[src/rtl/chan_pulse_pkg.sv]
// Shared types for the pulse buffer writer: event field widths, the packed
// 64-bit BRAM word layout and the writer FSM states.
package chan_pulse_pkg;

  localparam int CHAN_W = 8;
  localparam int TS_W   = 20;
  localparam int PH_W   = 16;
  localparam int BASE_W = 20;

  // Field order gives [63:56] chan, [55:36] ts, [35:20] phase, [19:0] base.
  typedef struct packed {
    logic [CHAN_W-1:0] chan;
    logic [TS_W-1:0]   ts;
    logic [PH_W-1:0]   phase;
    logic [BASE_W-1:0] base;
  } pulse_word_t;

  typedef enum logic [1:0] {
    IDLE  = 2'd0,
    RUN   = 2'd1,
    DRAIN = 2'd2
  } state_t;

endpackage

[src/rtl/pulse_skid_fifo.sv]
// Small synchronous FIFO of packed pulse words with occupancy count.
// Push when full and pop when empty are ignored.
module pulse_skid_fifo
  import chan_pulse_pkg::*;
#(
  parameter int DEPTH = 2
) (
  input  logic                     clk,
  input  logic                     rst,
  input  logic                     push,
  input  logic                     pop,
  input  pulse_word_t              din,
  output pulse_word_t              dout,
  output logic                     full,
  output logic                     empty,
  output logic [$clog2(DEPTH):0]   count
);

  localparam int PW = $clog2(DEPTH);

  pulse_word_t   mem [DEPTH];
  logic [PW-1:0] wr_idx;
  logic [PW-1:0] rd_idx;
  logic          do_push;
  logic          do_pop;

  assign full    = (count == (PW+1)'(DEPTH));
  assign empty   = (count == '0);
  assign do_push = push && !full;
  assign do_pop  = pop && !empty;
  assign dout    = mem[rd_idx];

  always_ff @(posedge clk) begin
    if (do_push) begin
      mem[wr_idx] <= din;
    end
  end

  always_ff @(posedge clk) begin
    if (rst) begin
      wr_idx <= '0;
      rd_idx <= '0;
      count  <= '0;
    end else begin
      if (do_push) wr_idx <= wr_idx + 1'b1;
      if (do_pop)  rd_idx <= rd_idx + 1'b1;
      case ({do_push, do_pop})
        2'b10:   count <= count + 1'b1;
        2'b01:   count <= count - 1'b1;
        default: count <= count;
      endcase
    end
  end

endmodule

[src/rtl/chan_pulse_buf_writer.sv]
// Packs pulse events into 64-bit words and writes them sequentially into the
// pulse BRAM with wrap-around. Optional drop counter: CHAN_PULSE_DROP_CNT_EN.
module chan_pulse_buf_writer
  import chan_pulse_pkg::*;
#(
  parameter int ADDR_W     = 14,
  parameter int FIFO_DEPTH = 2
) (
  input  logic              user_clk,
  input  logic              user_rst,
  input  logic              enable,
  input  logic              pulse_valid,
  output logic              pulse_ready,
  input  logic [7:0]        pulse_chan,
  input  logic [19:0]       pulse_ts,
  input  logic [15:0]       pulse_phase,
  input  logic [19:0]       pulse_base,
  output logic              bram_we,
  output logic [ADDR_W-1:0] bram_addr,
  output logic [63:0]       bram_din,
  output logic [31:0]       pulses_addr
`ifdef CHAN_PULSE_DROP_CNT_EN
  ,
  output logic [31:0]       drop_cnt
`endif
);

  state_t                      state;
  state_t                      state_nxt;
  pulse_word_t                 in_word;
  pulse_word_t                 out_word;
  logic                        push;
  logic                        pop;
  logic                        clear_ptr;
  logic                        fifo_full;
  logic                        fifo_empty;
  logic [$clog2(FIFO_DEPTH):0] fifo_count;
  logic [ADDR_W-1:0]           wr_ptr;
  logic                        wrap;

  assign in_word     = {pulse_chan, pulse_ts, pulse_phase, pulse_base};
  // Handshake: an event transfers on a cycle with pulse_valid && pulse_ready;
  // ready never waits on valid, and an offered event that is not taken is lost.
  assign pulse_ready = (state == RUN) && !fifo_full;
  assign push        = pulse_valid && pulse_ready;

  pulse_skid_fifo #(.DEPTH(FIFO_DEPTH)) u_fifo (
    .clk   (user_clk),
    .rst   (user_rst),
    .push  (push),
    .pop   (pop),
    .din   (in_word),
    .dout  (out_word),
    .full  (fifo_full),
    .empty (fifo_empty),
    .count (fifo_count)
  );

  always_comb begin
    state_nxt = state;
    pop       = 1'b0;
    clear_ptr = 1'b0;
    case (state)
      IDLE: begin
        if (enable) begin
          state_nxt = RUN;
          clear_ptr = 1'b1;
        end
      end
      RUN: begin
        pop = !fifo_empty;
        if (!enable) state_nxt = DRAIN;
      end
      DRAIN: begin
        pop = !fifo_empty;
        if (fifo_count == '0) state_nxt = IDLE;
      end
      default: state_nxt = IDLE;
    endcase
  end

  // pulses_addr trails wr_ptr by one edge so it never leads the written data.
  always_ff @(posedge user_clk) begin
    if (user_rst) begin
      state       <= IDLE;
      bram_we     <= 1'b0;
      bram_addr   <= '0;
      bram_din    <= '0;
      wr_ptr      <= '0;
      wrap        <= 1'b0;
      pulses_addr <= '0;
    end else begin
      state       <= state_nxt;
      bram_we     <= pop;
      pulses_addr <= {wrap, {(31-ADDR_W){1'b0}}, wr_ptr};
      if (pop) begin
        bram_addr <= wr_ptr;
        bram_din  <= out_word;
        wr_ptr    <= wr_ptr + 1'b1;
        if (&wr_ptr) wrap <= ~wrap;
      end
      if (clear_ptr) begin
        wr_ptr <= '0;
        wrap   <= 1'b0;
      end
    end
  end

`ifdef CHAN_PULSE_DROP_CNT_EN
  always_ff @(posedge user_clk) begin
    if (user_rst || clear_ptr) begin
      drop_cnt <= '0;
    end else if (pulse_valid && !pulse_ready && (state != IDLE) && (drop_cnt != 32'hFFFF_FFFF)) begin
      drop_cnt <= drop_cnt + 32'd1;
    end
  end
`endif

endmodule

[config.mk]
export PLATFORM = sky130hd
export DESIGN_NAME = chan_pulse_buf_writer
export DESIGN_NICKNAME = d
export VERILOG_FILES = /design/src/rtl/chan_pulse_pkg.sv /design/src/rtl/pulse_skid_fifo.sv /design/src/rtl/chan_pulse_buf_writer.sv
export SDC_FILE = /design/constraint.sdc
export NUM_CORES = 1
export LEC_CHECK = 0
export CAP_MARGIN = 40
export CORE_MARGIN = 1
export CORE_UTILIZATION = 40
export CTS_CLUSTER_SIZE = 12
export DETAILED_ROUTE_END_ITERATION = 12
export PLACE_DENSITY_LB_ADDON = 0.08
export SETUP_SLACK_MARGIN = 0.1
export SYNTH_ARGS = -nofsm -noshare
export SYNTH_HDL_FRONTEND = slang
export SYNTH_SLANG_ARGS = --single-unit
[constraint.sdc]
create_clock -name user_clk -period 5.2 [get_ports user_clk]
set_input_delay 0.52 -clock user_clk [delete_from_list [all_inputs] [get_ports user_clk]]
set_output_delay 0.52 -clock user_clk [all_outputs]
set_load 0.02 [all_outputs]
Word-level counts from Yosys, hierarchy flattened

Memory sizes are Yosys's and may differ from the RTL's. A register that Yosys moved wholly into a read port is not among the register bits.
Cells that the tools add are included.

Flip-flop bits (word level): 68
RAM bits: 128
Input port bits: 68
Word-level logic and storage cells: 48
Memories: 1

Memories:

| name       | depth | width | rd ports | clocked after memory_dff | wr ports | line                  | text |
|---|---|---|---|---|---|---|---|
| u_fifo.mem | 2     | 64    | 1        | 1                        | 1        | pulse_skid_fifo.sv:21 | `pulse_word_t mem [DEPTH];` |

Add/subtract/negate cells: 5
Equality and inequality tests: 8
Multiplexer cells: 10
Bitwise logic cells: 1
Reduce and logical (&&, ||, !) cells: 13

Operators by type and width:

| cell                  | count |
|---|---|
| $reduce_and 15->1     | 1 |
| $add 14x1->14 const B | 1 |
| $eq 2x2->1 const B    | 3 |
| $mux 2                | 3 |
| $pmux 2 s3            | 1 |
| $mux 1                | 5 |
| $eq 2x1->1 const B    | 2 |
| $logic_and 1x1->1     | 4 |
| $logic_not 2->1       | 2 |
| $ne 2x2->1 const B    | 2 |
| $pmux 2 s2            | 1 |
| $reduce_or 2->1       | 2 |
| $reduce_and 3->1      | 1 |
| $add 1x1->1 const B   | 2 |
| $add 2x1->2 const B   | 1 |
| $logic_not 1->1       | 2 |
| $ne 2x1->1 const B    | 1 |
| $reduce_bool 2->1     | 1 |
| $sub 2x1->2 const B   | 1 |
| $not 1->1             | 1 |

Depth between registers and ports, before layout

Gate-level depths: netlist (run 1).

Word-level depth: 7
Gate-level depth with buffers: 10
Mapped depth without buffers: 8

Modules after synthesis

From an unflattened synthesis (run 1), not the netlist that was laid out.

Cells, all modules: 715
Area total of the unflattened synthesis: 8907.3 µm²

Modules (own cells, without submodules):

| module                | times used | cells an instance | area each (µm²) |
|---|---|---|---|
| pulse_skid_fifo       | 1          | 225               | 4823.4 |
| chan_pulse_buf_writer | 1          | 490               | 4083.9 |

Least setup slack after synthesis (run 1)

Ideal clock, no wire load.

Path type: reg-to-reg
Start point: register state[1]
End point: memory u_fifo.mem[0][0] (netlist bit), enable pin
Setup time: 0.487 ns
Arrival time: 3.459 ns
Required time: 4.713 ns
Slack: 1.254 ns
Stages on the path, launching flop included: 5
Path through: dfxtp_1 -> inv_1 -> ha_1 -> o211ai_1 -> nor2_1

Longest elaborated chain between the ends: 6

Ends and longest elaborated chain:

| item                         | line                        | text |
|---|---|---|
| start: declaration           | chan_pulse_buf_writer.sv:28 | `state_t state;` |
| start signal: assignment     | chan_pulse_buf_writer.sv:93 | `state <= state_nxt;` |
| $eq 2x1->1                   | chan_pulse_buf_writer.sv:44 | `assign pulse_ready = (state == RUN) && !fifo_full;` |
| $logic_and 1x1->1            | chan_pulse_buf_writer.sv:44 |  |
| $logic_and 1x1->1            | chan_pulse_buf_writer.sv:45 | `assign push = pulse_valid && pulse_ready;` |
| $logic_and 1x1->1            | pulse_skid_fifo.sv:29       | `assign do_push = push && !full;` |
| $mux 1                       | pulse_skid_fifo.sv:34       | `if (do_push) begin` |
| $mux 1 (not written as such) | pulse_skid_fifo.sv:35       | `mem[wr_idx] <= din;` |
| end: declaration             | pulse_skid_fifo.sv:21       |  |

Every way passes these cells.

Worst setup path in the final report (run 1)

Start point: register state[0]
End point: register u_fifo.count[1]

Longest elaborated chain between the ends: 6
Elaborated cells between the ends (all ways): 12
Classes of those cells: eq/ne (4); mux (2); reduce/logical (6)

Ends and longest elaborated chain:

| item                                                                  | line                                                     | text |
|---|---|---|
| $eq 2x1->1 or $eq 2x2->1 (tied branches)                              | chan_pulse_buf_writer.sv:44, chan_pulse_buf_writer.sv:63 |  |
| $reduce_or 2->1 (no source line) or $logic_and 1x1->1 (tied branches) | n/a                                                      |  |
| $mux 1 or $logic_and 1x1->1 (tied branches)                           | n/a                                                      |  |
| $logic_and 1x1->1 (on tied branches)                                  | pulse_skid_fifo.sv:30, pulse_skid_fifo.sv:29             |  |
| $eq 2x1->1 or $eq 2x2->1 (tied branches)                              | pulse_skid_fifo.sv:47                                    | `case ({do_push, do_pop})` |
| $pmux 2 s2 or $reduce_bool 2->1 (tied branches)                       | n/a                                                      |  |
| end signal: assignment                                                | pulse_skid_fifo.sv:48                                    | `2'b10: count <= count + 1'b1;` |
| end signal: assignment                                                | pulse_skid_fifo.sv:49                                    | `2'b01: count <= count - 1'b1;` |
| end signal: assignment                                                | pulse_skid_fifo.sv:50                                    | `default: count <= count;` |
| end: declaration                                                      | pulse_skid_fifo.sv:16                                    | `output logic [$clog2(DEPTH):0] count` |

Parallel ways exist; a longest one is shown, timed or not.
A chain may end at the register's enable or synchronous reset.

==> results of run 1 <==
state kept, by name, summed over array words and instances (netlist names):
register,cells
bram_we,1
pulses_addr,15
u_fifo.rd_idx,1
u_fifo.mem,128
u_fifo.count,2
state,2
wrap,1
u_fifo.wr_idx,1
bram_din,64
wr_ptr,14
bram_addr,14
per-stage QoR:
step	instance area [µm²]	worst slack, ns	utilization	hold WS (ns)
floorplan	8835	1.254	-	0.4607
finish	11490	2.475	0.5396	0.4091
global placement	10540	2.254	0.4952	0.4456
detailed placement	10640	2.451	0.5000	0.4492
global route	11480	2.261	0.5395	0.4379
CTS	11480	2.441	0.5395	0.3985
routing by layer:
metal  up-vias  track usage  routed length, µm
li1       2616            -                  -
met1      2489       0.1960               7437
met2       146       0.2875               8904
met3        28      0.04061                986
met4         2      0.04495                366
met5         -            0                 13
worst register-to-register path, cell delays in order (launching register included):
cell and delay [ns]:
sky130_fd_sc_hd__dfxtp_1 0.38, sky130_fd_sc_hd__inv_1 0.10, sky130_fd_sc_hd__ha_1 0.41, sky130_fd_sc_hd__o21ai_4 0.21
sky130_fd_sc_hd__inv_4 0.25, sky130_fd_sc_hd__buf_16 0.34, sky130_fd_sc_hd__ha_1 0.35, sky130_fd_sc_hd__or3_2 0.46
sky130_fd_sc_hd__a21oi_1 0.17
cells in the final DEF (no fill, tap or decap), types with 2 or more instances in the layout:
master / n
sky130_fd_sc_hd__a211oi_1: 58
sky130_fd_sc_hd__a211oi_2: 6
sky130_fd_sc_hd__a21oi_1: 20
sky130_fd_sc_hd__a31o_2: 2
sky130_fd_sc_hd__and4_1: 3
sky130_fd_sc_hd__buf_16: 3
sky130_fd_sc_hd__buf_4: 7
sky130_fd_sc_hd__bufinv_16: 2
sky130_fd_sc_hd__clkbuf_1: 11
sky130_fd_sc_hd__clkbuf_16: 27
sky130_fd_sc_hd__clkbuf_8: 3
sky130_fd_sc_hd__clkdlybuf4s50_1: 161
sky130_fd_sc_hd__clkinv_1: 2
sky130_fd_sc_hd__clkinv_2: 3
sky130_fd_sc_hd__conb_1: 17
sky130_fd_sc_hd__dfxtp_1: 114
sky130_fd_sc_hd__edfxtp_1: 128
sky130_fd_sc_hd__ha_1: 7
sky130_fd_sc_hd__inv_1: 5
sky130_fd_sc_hd__mux2i_1: 67
sky130_fd_sc_hd__nand2_1: 37
sky130_fd_sc_hd__nand4_1: 4
sky130_fd_sc_hd__nor2_1: 84
sky130_fd_sc_hd__nor2_4: 2
sky130_fd_sc_hd__nor2b_1: 14
sky130_fd_sc_hd__nor3_1: 2
sky130_fd_sc_hd__o21ai_0: 3
sky130_fd_sc_hd__xnor2_1: 7
sky130_fd_sc_hd__xor2_1: 7
path summary, 6_finish.rpt:
| kind | from | slack, ns | end |
|---|---|---|---|
| worst max-delay path | state[0] | 2.48 | u_fifo.count[1] |
| worst min-delay path | user_rst | 0.41 | pulses_addr[7] |
| worst max register to register | state[0] | 2.48 | u_fifo.count[1] |
| worst min register to register | bram_addr[6] | 0.46 | bram_addr[6] |
logic make-up after synthesis:
| logic type | after synthesis | share of synthesized area |
|---|---|---|
| DFF | 243 | 0.7004 |
| and+or+nand+nor | 152 | 0.07614 |
| AOI/OAI and AO/OA | 97 | 0.08328 |
| muxes | 67 | 0.07643 |
| buffers and inverters | 61 | 0.03936 |
| xor gates and xnor gates | 14 | 0.01397 |
| adders and majority gates | 7 | 0.009981 |
| other | 1 | 0.0004274 |
report_power, final:
part	internal [mW]	leakage (nW)	switching, mW
combinational	0.517	1.23	0.642
sequential	2.28	2.09	0.147
clock	1.09	0.410	0.705
total	3.89	3.73	1.49
final cells by class:
| cell class | instances | area share |
|---|---|---|
| timing repair buffer | 172 | 0.1538 |
| tap | 275 | 0.02995 |
| clock buffer | 41 | 0.06601 |
| inverter | 6 | 0.002178 |
| sequential | 243 | 0.5353 |
| clock inverter | 7 | 0.007189 |
| antenna | 1 | 0.0002178 |
| multi-input combinational | 354 | 0.2053 |
==> summary.txt, run 1 <==
STA
--------------------------------------------------------------------------------
Post-route clock period utilization                                       0.5240
Max frequency                                                         0.3670 GHz
Unrepaired setup endpoints after global routing                               no
Final min period                                                        2.725 ns
Number of max-slew violations in the final report                              0
Slew Limit Headroom                                                       0.4590
Slew at the pin closest to its max-slew limit                          0.8115 ns
Hold Fails Final Rpt                                                           0
Final setup vio count                                                          0
Clock tree skew after final layout                                    0.01080 ns
Sum of negative setup slack                                                 0 ns

YOSYS
--------------------------------------------------------------------------------
Instance count of the mapped netlist                                         642
Ys Warns                                                                       0
EDFF count, synth                                                            128
Main synth FF type                                                  sky130_fd_sc_hd__edfxtp_1
Sequential fraction of the synthesis area                                 0.7004
Most common cell in the synthesized netlist                         sky130_fd_sc_hd__edfxtp_1
Seq cells post-synth                                                         243
Async S/R FF share, synth                                                      0
Post-Synthesis Cell Area                                                8775 µm²
Ranking of synthesized cells by area                                sky130_fd_sc_hd__edfxtp_1, sky130_fd_sc_hd__dfxtp_1, sky130_fd_sc_hd__mux2i_1, sky130_fd_sc_hd__a211oi_1, sky130_fd_sc_hd__nor2_1
Top cell types by occurrence after synthesis                        sky130_fd_sc_hd__edfxtp_1, sky130_fd_sc_hd__dfxtp_1, sky130_fd_sc_hd__nor2_1, sky130_fd_sc_hd__mux2i_1, sky130_fd_sc_hd__a211oi_1
Distinct cell type count after synthesis                                      38
Synth Area per Inst                                                    13.67 µm²
Top cell type's share of synthesized area                                 0.4380
Yosys top cell by area                                              sky130_fd_sc_hd__edfxtp_1

CTS
--------------------------------------------------------------------------------
# Post-CTS Setup Buffers                                                       0
Number of buffers on the longest clock path                                    3
Resize count post-CTS                                                          0
CTS sink cnt                                                                 243
Cell chosen for the clock root                                      sky130_fd_sc_hd__clkbuf_16
Clock network latency to the later pin of the worst-skew pair            0.52 ns
Hold-fix buffers at CTS                                                        0
TritonCTS clock tree                                                        done
Inserted Clock Buffers                                                        26
Clk pin slew, worst setup/hold paths                                     0.06 ns
Number of levels the H-tree was split into                                     1

GLOBAL ROUTE
--------------------------------------------------------------------------------
Global-route wire length before repair                                  28510 µm
Vias in the first global route                                              5461
Pin count of the biggest net entering global routing                          87
Global-route congestion overflow total                                         0
GR Util All Layers                                                        0.1627
Initial antenna violation count                                                2

PWR
--------------------------------------------------------------------------------
Total power draw                                                        5.383 mW
Max rail drop VDD                                                    0.0002387 V
Power density of the placed cells                                   468.6 nW/µm²
Leakage Power                                                           3.731 nW

SETUP PATH
--------------------------------------------------------------------------------
Critical Setup Path Class                                           flop to flop
Critical Path Slowest Stage Cell                                    sky130_fd_sc_hd__or3_2
Critical-path cell list                                             inv_1 > ha_1 > o21ai_4 > inv_4 > buf_16 > ha_1 > or3_2 > a21oi_1
Startpoint type of the worst setup path                                     flop
CP peak stage delay                                                      0.46 ns
Dominant cell type by count on the critical path                    sky130_fd_sc_hd__ha_1
Worst path buffer plus inverter count                                          3
Endpoint required time on the critical path                              5.64 ns
Critical Path AT                                                         3.16 ns
Top fanout value on the critical path                                         86
Endpoint type of the worst setup path                                       flop
Depth of the worst register-to-register path                                   8
Cell depth of the worst setup path                                             8
Family with the most delay on the worst path                         adder cells

ROUTE
--------------------------------------------------------------------------------
DR DRC count                                                                   0
Wirelength, routed                                                      17710 µm
Remaining antenna violation count after routing                                0
Drt via density                                                            4.805
Starting DRT DRC Count                                                       141
Number of detailed-route iterations in the first pass                          4
Average wire per standard cell                                          16.11 µm
Via count of the routed design                                              5281

CELLS AND AREA
--------------------------------------------------------------------------------
Fill cells                                                                  1739
Finished Layout Cells                                                       1099
Fraction of final layout cells with drive strength greater than 1        0.07655
Net count of the finished layout                                             878
Sequential cell area                                                    6150 µm²
Area grow syn2layout                                                      30.91%
Multi-input gate area                                                   2359 µm²

STATUS
--------------------------------------------------------------------------------
Run status                                                          complete, no violations

PLACED DESIGN
--------------------------------------------------------------------------------
Placed cells                                                                1050
RD Place Congestion                                                       0.7441
Detailed placement HPWL                                                 11440 µm
Buffers added on ports                                                       162

FLOW RUN
--------------------------------------------------------------------------------
Maxcap violations                                                              0

MIN PATH
--------------------------------------------------------------------------------
Classification of the worst-slack hold path                         input port to flop
Worst Hold Path Cells                                                          2

DIE
--------------------------------------------------------------------------------
Height of the die                                                       150.1 µm
Die footprint                                                          22530 µm²
Placeable Area                                                         21290 µm²
I/O Pins                                                                     180
Total number of placement rows                                                53
Die X                                                                   150.1 µm
Initial standard-cell utilization of the core                             0.4122

Note: power is estimated with default switching activity, not from simulation.
==> run 2: changes to the inputs <==
==> constraint.sdc (replaced) <==
create_clock -name user_clk -period 2.35 [get_ports user_clk]
set_input_delay 0.235 -clock user_clk [delete_from_list [all_inputs] [get_ports user_clk]]
set_output_delay 0.235 -clock user_clk [all_outputs]
set_load 0.02 [all_outputs]
==> run 2 against run 1 <==
  * Final cell count down 0.18%
  * Worst setup slack lost 2.3 ns
  * Sequential share of layout area is 0.11 points higher
  * Non-clock buffer count fell by 1
  * Global-route usage down 0.82 points
==> summary.txt, run 2 (synthesized netlist as in run 1, its figures left out) <==
STATUS
--------------------------------------------------------------------------------
Run status                                                          complete, no violations

DIE
--------------------------------------------------------------------------------
Height of the die                                                       150.1 µm
Die X                                                                   150.1 µm
Initial standard-cell utilization of the core                             0.4122
Total number of placement rows                                                53
Placeable Area                                                         21290 µm²
Die footprint                                                          22530 µm²
I/O Pins                                                                     180

STA
--------------------------------------------------------------------------------
Number of max-slew violations in the final report                              0
Slew at the pin closest to its max-slew limit                          0.7250 ns
Final setup vio count                                                          0
Final min period                                                        2.146 ns
Unrepaired setup endpoints after global routing                               no
Max frequency                                                         0.4660 GHz
Slew Limit Headroom                                                       0.5167
Clock tree skew after final layout                                    0.01083 ns
Sum of negative setup slack                                                 0 ns
Post-route clock period utilization                                       0.9132
Worst setup margin                                                     0.2040 ns
Hold Fails Final Rpt                                                           0

SETUP PATH
--------------------------------------------------------------------------------
CP peak stage delay                                                      0.59 ns
Reg2reg end                                                          bram_din[9]
Endpoint required time on the critical path                              2.12 ns
Reg-to-reg setup timing slack                                            0.29 ns
Critical Setup Path Class                                           flop to output pin
Critical Path Slowest Stage Cell                                    sky130_fd_sc_hd__clkdlybuf4s50_1
Startpoint type of the worst setup path                                     flop
Top fanout value on the critical path                                          4
Critical-path cell list                                             inv_1 > ha_1 > o21a_1 > clkdlybuf4s50_1
Worst r2r src                                                           state[0]
Critical Path AT                                                         1.91 ns
Depth of the worst register-to-register path                                   7
Endpoint type of the worst setup path                                 output pin

PWR
--------------------------------------------------------------------------------
Leakage Power                                                           3.716 nW
Power density of the placed cells                                    1029 nW/µm²
Max rail drop VDD                                                    0.0005546 V

CTS
--------------------------------------------------------------------------------
Number of buffers on the longest clock path                                    3
Resize count post-CTS                                                          0
CTS sink cnt                                                                 243
Inserted Clock Buffers                                                        26
Number of levels the H-tree was split into                                     1
TritonCTS clock tree                                                        done
Clock network latency to the later pin of the worst-skew pair            0.52 ns
Clk pin slew, worst setup/hold paths                                     0.06 ns
Hold-fix buffers at CTS                                                        0
Cell chosen for the clock root                                      sky130_fd_sc_hd__clkbuf_16
# Post-CTS Setup Buffers                                                       0

CELLS AND AREA
--------------------------------------------------------------------------------
Ant. Diodes                                                                    0
Final standard cell utilization of the core                               0.5386
Fill cells                                                                  1778
Largest registers in the final layout                               u_fifo.mem: 128 flops, bram_din: 64 flops, pulses_addr: 15 flops
Most common cell after layout, fill and taps aside                  sky130_fd_sc_hd__clkdlybuf4s50_1
Highest-count cells in the layout ignoring fill and taps            sky130_fd_sc_hd__clkdlybuf4s50_1, sky130_fd_sc_hd__edfxtp_1, sky130_fd_sc_hd__dfxtp_1
Net count of the finished layout                                             877
Number of flip-flops in the largest register                                 128
Area grow syn2layout                                                      30.66%
Largest Register                                                      u_fifo.mem
Fraction of final layout cells with drive strength greater than 1        0.07786

ROUTE
--------------------------------------------------------------------------------
Average wire per standard cell                                          15.46 µm
Drt via density                                                            4.822
Remaining antenna violation count after routing                                0
Via count of the routed design                                              5290
Number of detailed-route iterations in the first pass                          4
Starting DRT DRC Count                                                       147
DR DRC count                                                                   0
Wirelength, routed                                                      16960 µm

PLACED DESIGN
--------------------------------------------------------------------------------
Worst setup slack after placement                                      0.3084 ns
Buffers added on ports                                                       162
Detailed placement HPWL                                                 10370 µm
RD Place Congestion                                                       0.7477

GLOBAL ROUTE
--------------------------------------------------------------------------------
Global-route congestion overflow total                                         0
Vias in the first global route                                              5276
Initial antenna violation count                                                1
Global-route wire length before repair                                  26930 µm
Pin count of the biggest net entering global routing                         146
GR Util All Layers                                                        0.1544

MIN PATH
--------------------------------------------------------------------------------
Worst Hold Path Cells                                                          2
Worst Hold End                                                      pulses_addr[7]
Hold_sp                                                                 user_rst
Classification of the worst-slack hold path                         input port to flop

FLOW RUN
--------------------------------------------------------------------------------
Maxcap violations                                                              0

-- run 2: cell types whose count changed in the layout (fill, tap and decap cells not counted) --
cell / delta
sky130_fd_sc_hd__clkbuf_8: +2
sky130_fd_sc_hd__buf_16: -3
sky130_fd_sc_hd__clkinvlp_4: +1
sky130_fd_sc_hd__clkinv_1: -2
sky130_fd_sc_hd__buf_12: +4
sky130_fd_sc_hd__diode_2: -1
sky130_fd_sc_hd__bufinv_16: -1
sky130_fd_sc_hd__buf_4: -2
-- run 2: cell type report --
class | count | area [µm²] | share of cell area
Tap cell | 275 | 344.1 | 0.03001
Multi-Input combinational cell | 354 | 2359 | 0.2057
Clock buffer | 43 | 785.8 | 0.06854
Timing Repair Buffer | 171 | 1749 | 0.1526
Inverter | 6 | 25.02 | 0.002183
Sequential cell | 243 | 6150 | 0.5364
Clock inverter | 5 | 52.55 | 0.004584
-- run 2: worst max-delay path by stage --
| stage | from | slack [ns] | to |
|---|---|---|---|
| finish | state[1] | 0.20 | pulse_ready |
| global route | state[1] | 0.11 | pulse_ready |
| CTS | state[1] | 0.17 | pulse_ready |
| detailed placement | state[0] | 0.31 | wr_ptr[2] |
| global placement | state[0] | 0.37 | wr_ptr[2] |
| floorplan | state[1] | -0.55 | u_fifo.mem[1][0] |
-- run 2: per-layer routing --
layer | part of all wire | global-route usage | vias up
li1 | - | - | 2614
met1 | 0.42 | 0.1825 | 2495
met2 | 0.50 | 0.2722 | 143
met3 | 0.059 | 0.04121 | 36
met4 | 0.025 | 0.04899 | 2
met5 | 0.00077 | 0 | -
-- run 2: power breakdown --
part,leakage (nW),total (mW),switching (mW),internal [mW]
clock network,0.408,3.91,1.53,2.38
logic,1.22,2.54,1.42,1.13
registers,2.09,5.34,0.298,5.04
total,3.72,11.8,3.25,8.55
-- run 2: critical path, delay by kind of cell (launching register included) --
kind | cells | cell delay, ns
buf+inv | 2 | 0.71
flops | 1 | 0.32
fa+ha+maj | 1 | 0.23
compound gates | 1 | 0.13
-- run 2: per-stage QoR --
stage | power, mW | hold slack [ns] | cells | cell area, µm²
global placement | 7.934 | 0.4434 | 1049 | 10630
floorplan | 7.026 | 0.3339 | 658 | 8840
global route | 12.38 | 0.1871 | 1097 | 11460
CTS | 11.98 | 0.1388 | 1097 | 11460
detailed placement | 8.016 | 0.4492 | 1049 | 10630
finish | 11.79 | 0.1622 | 1097 | 11460
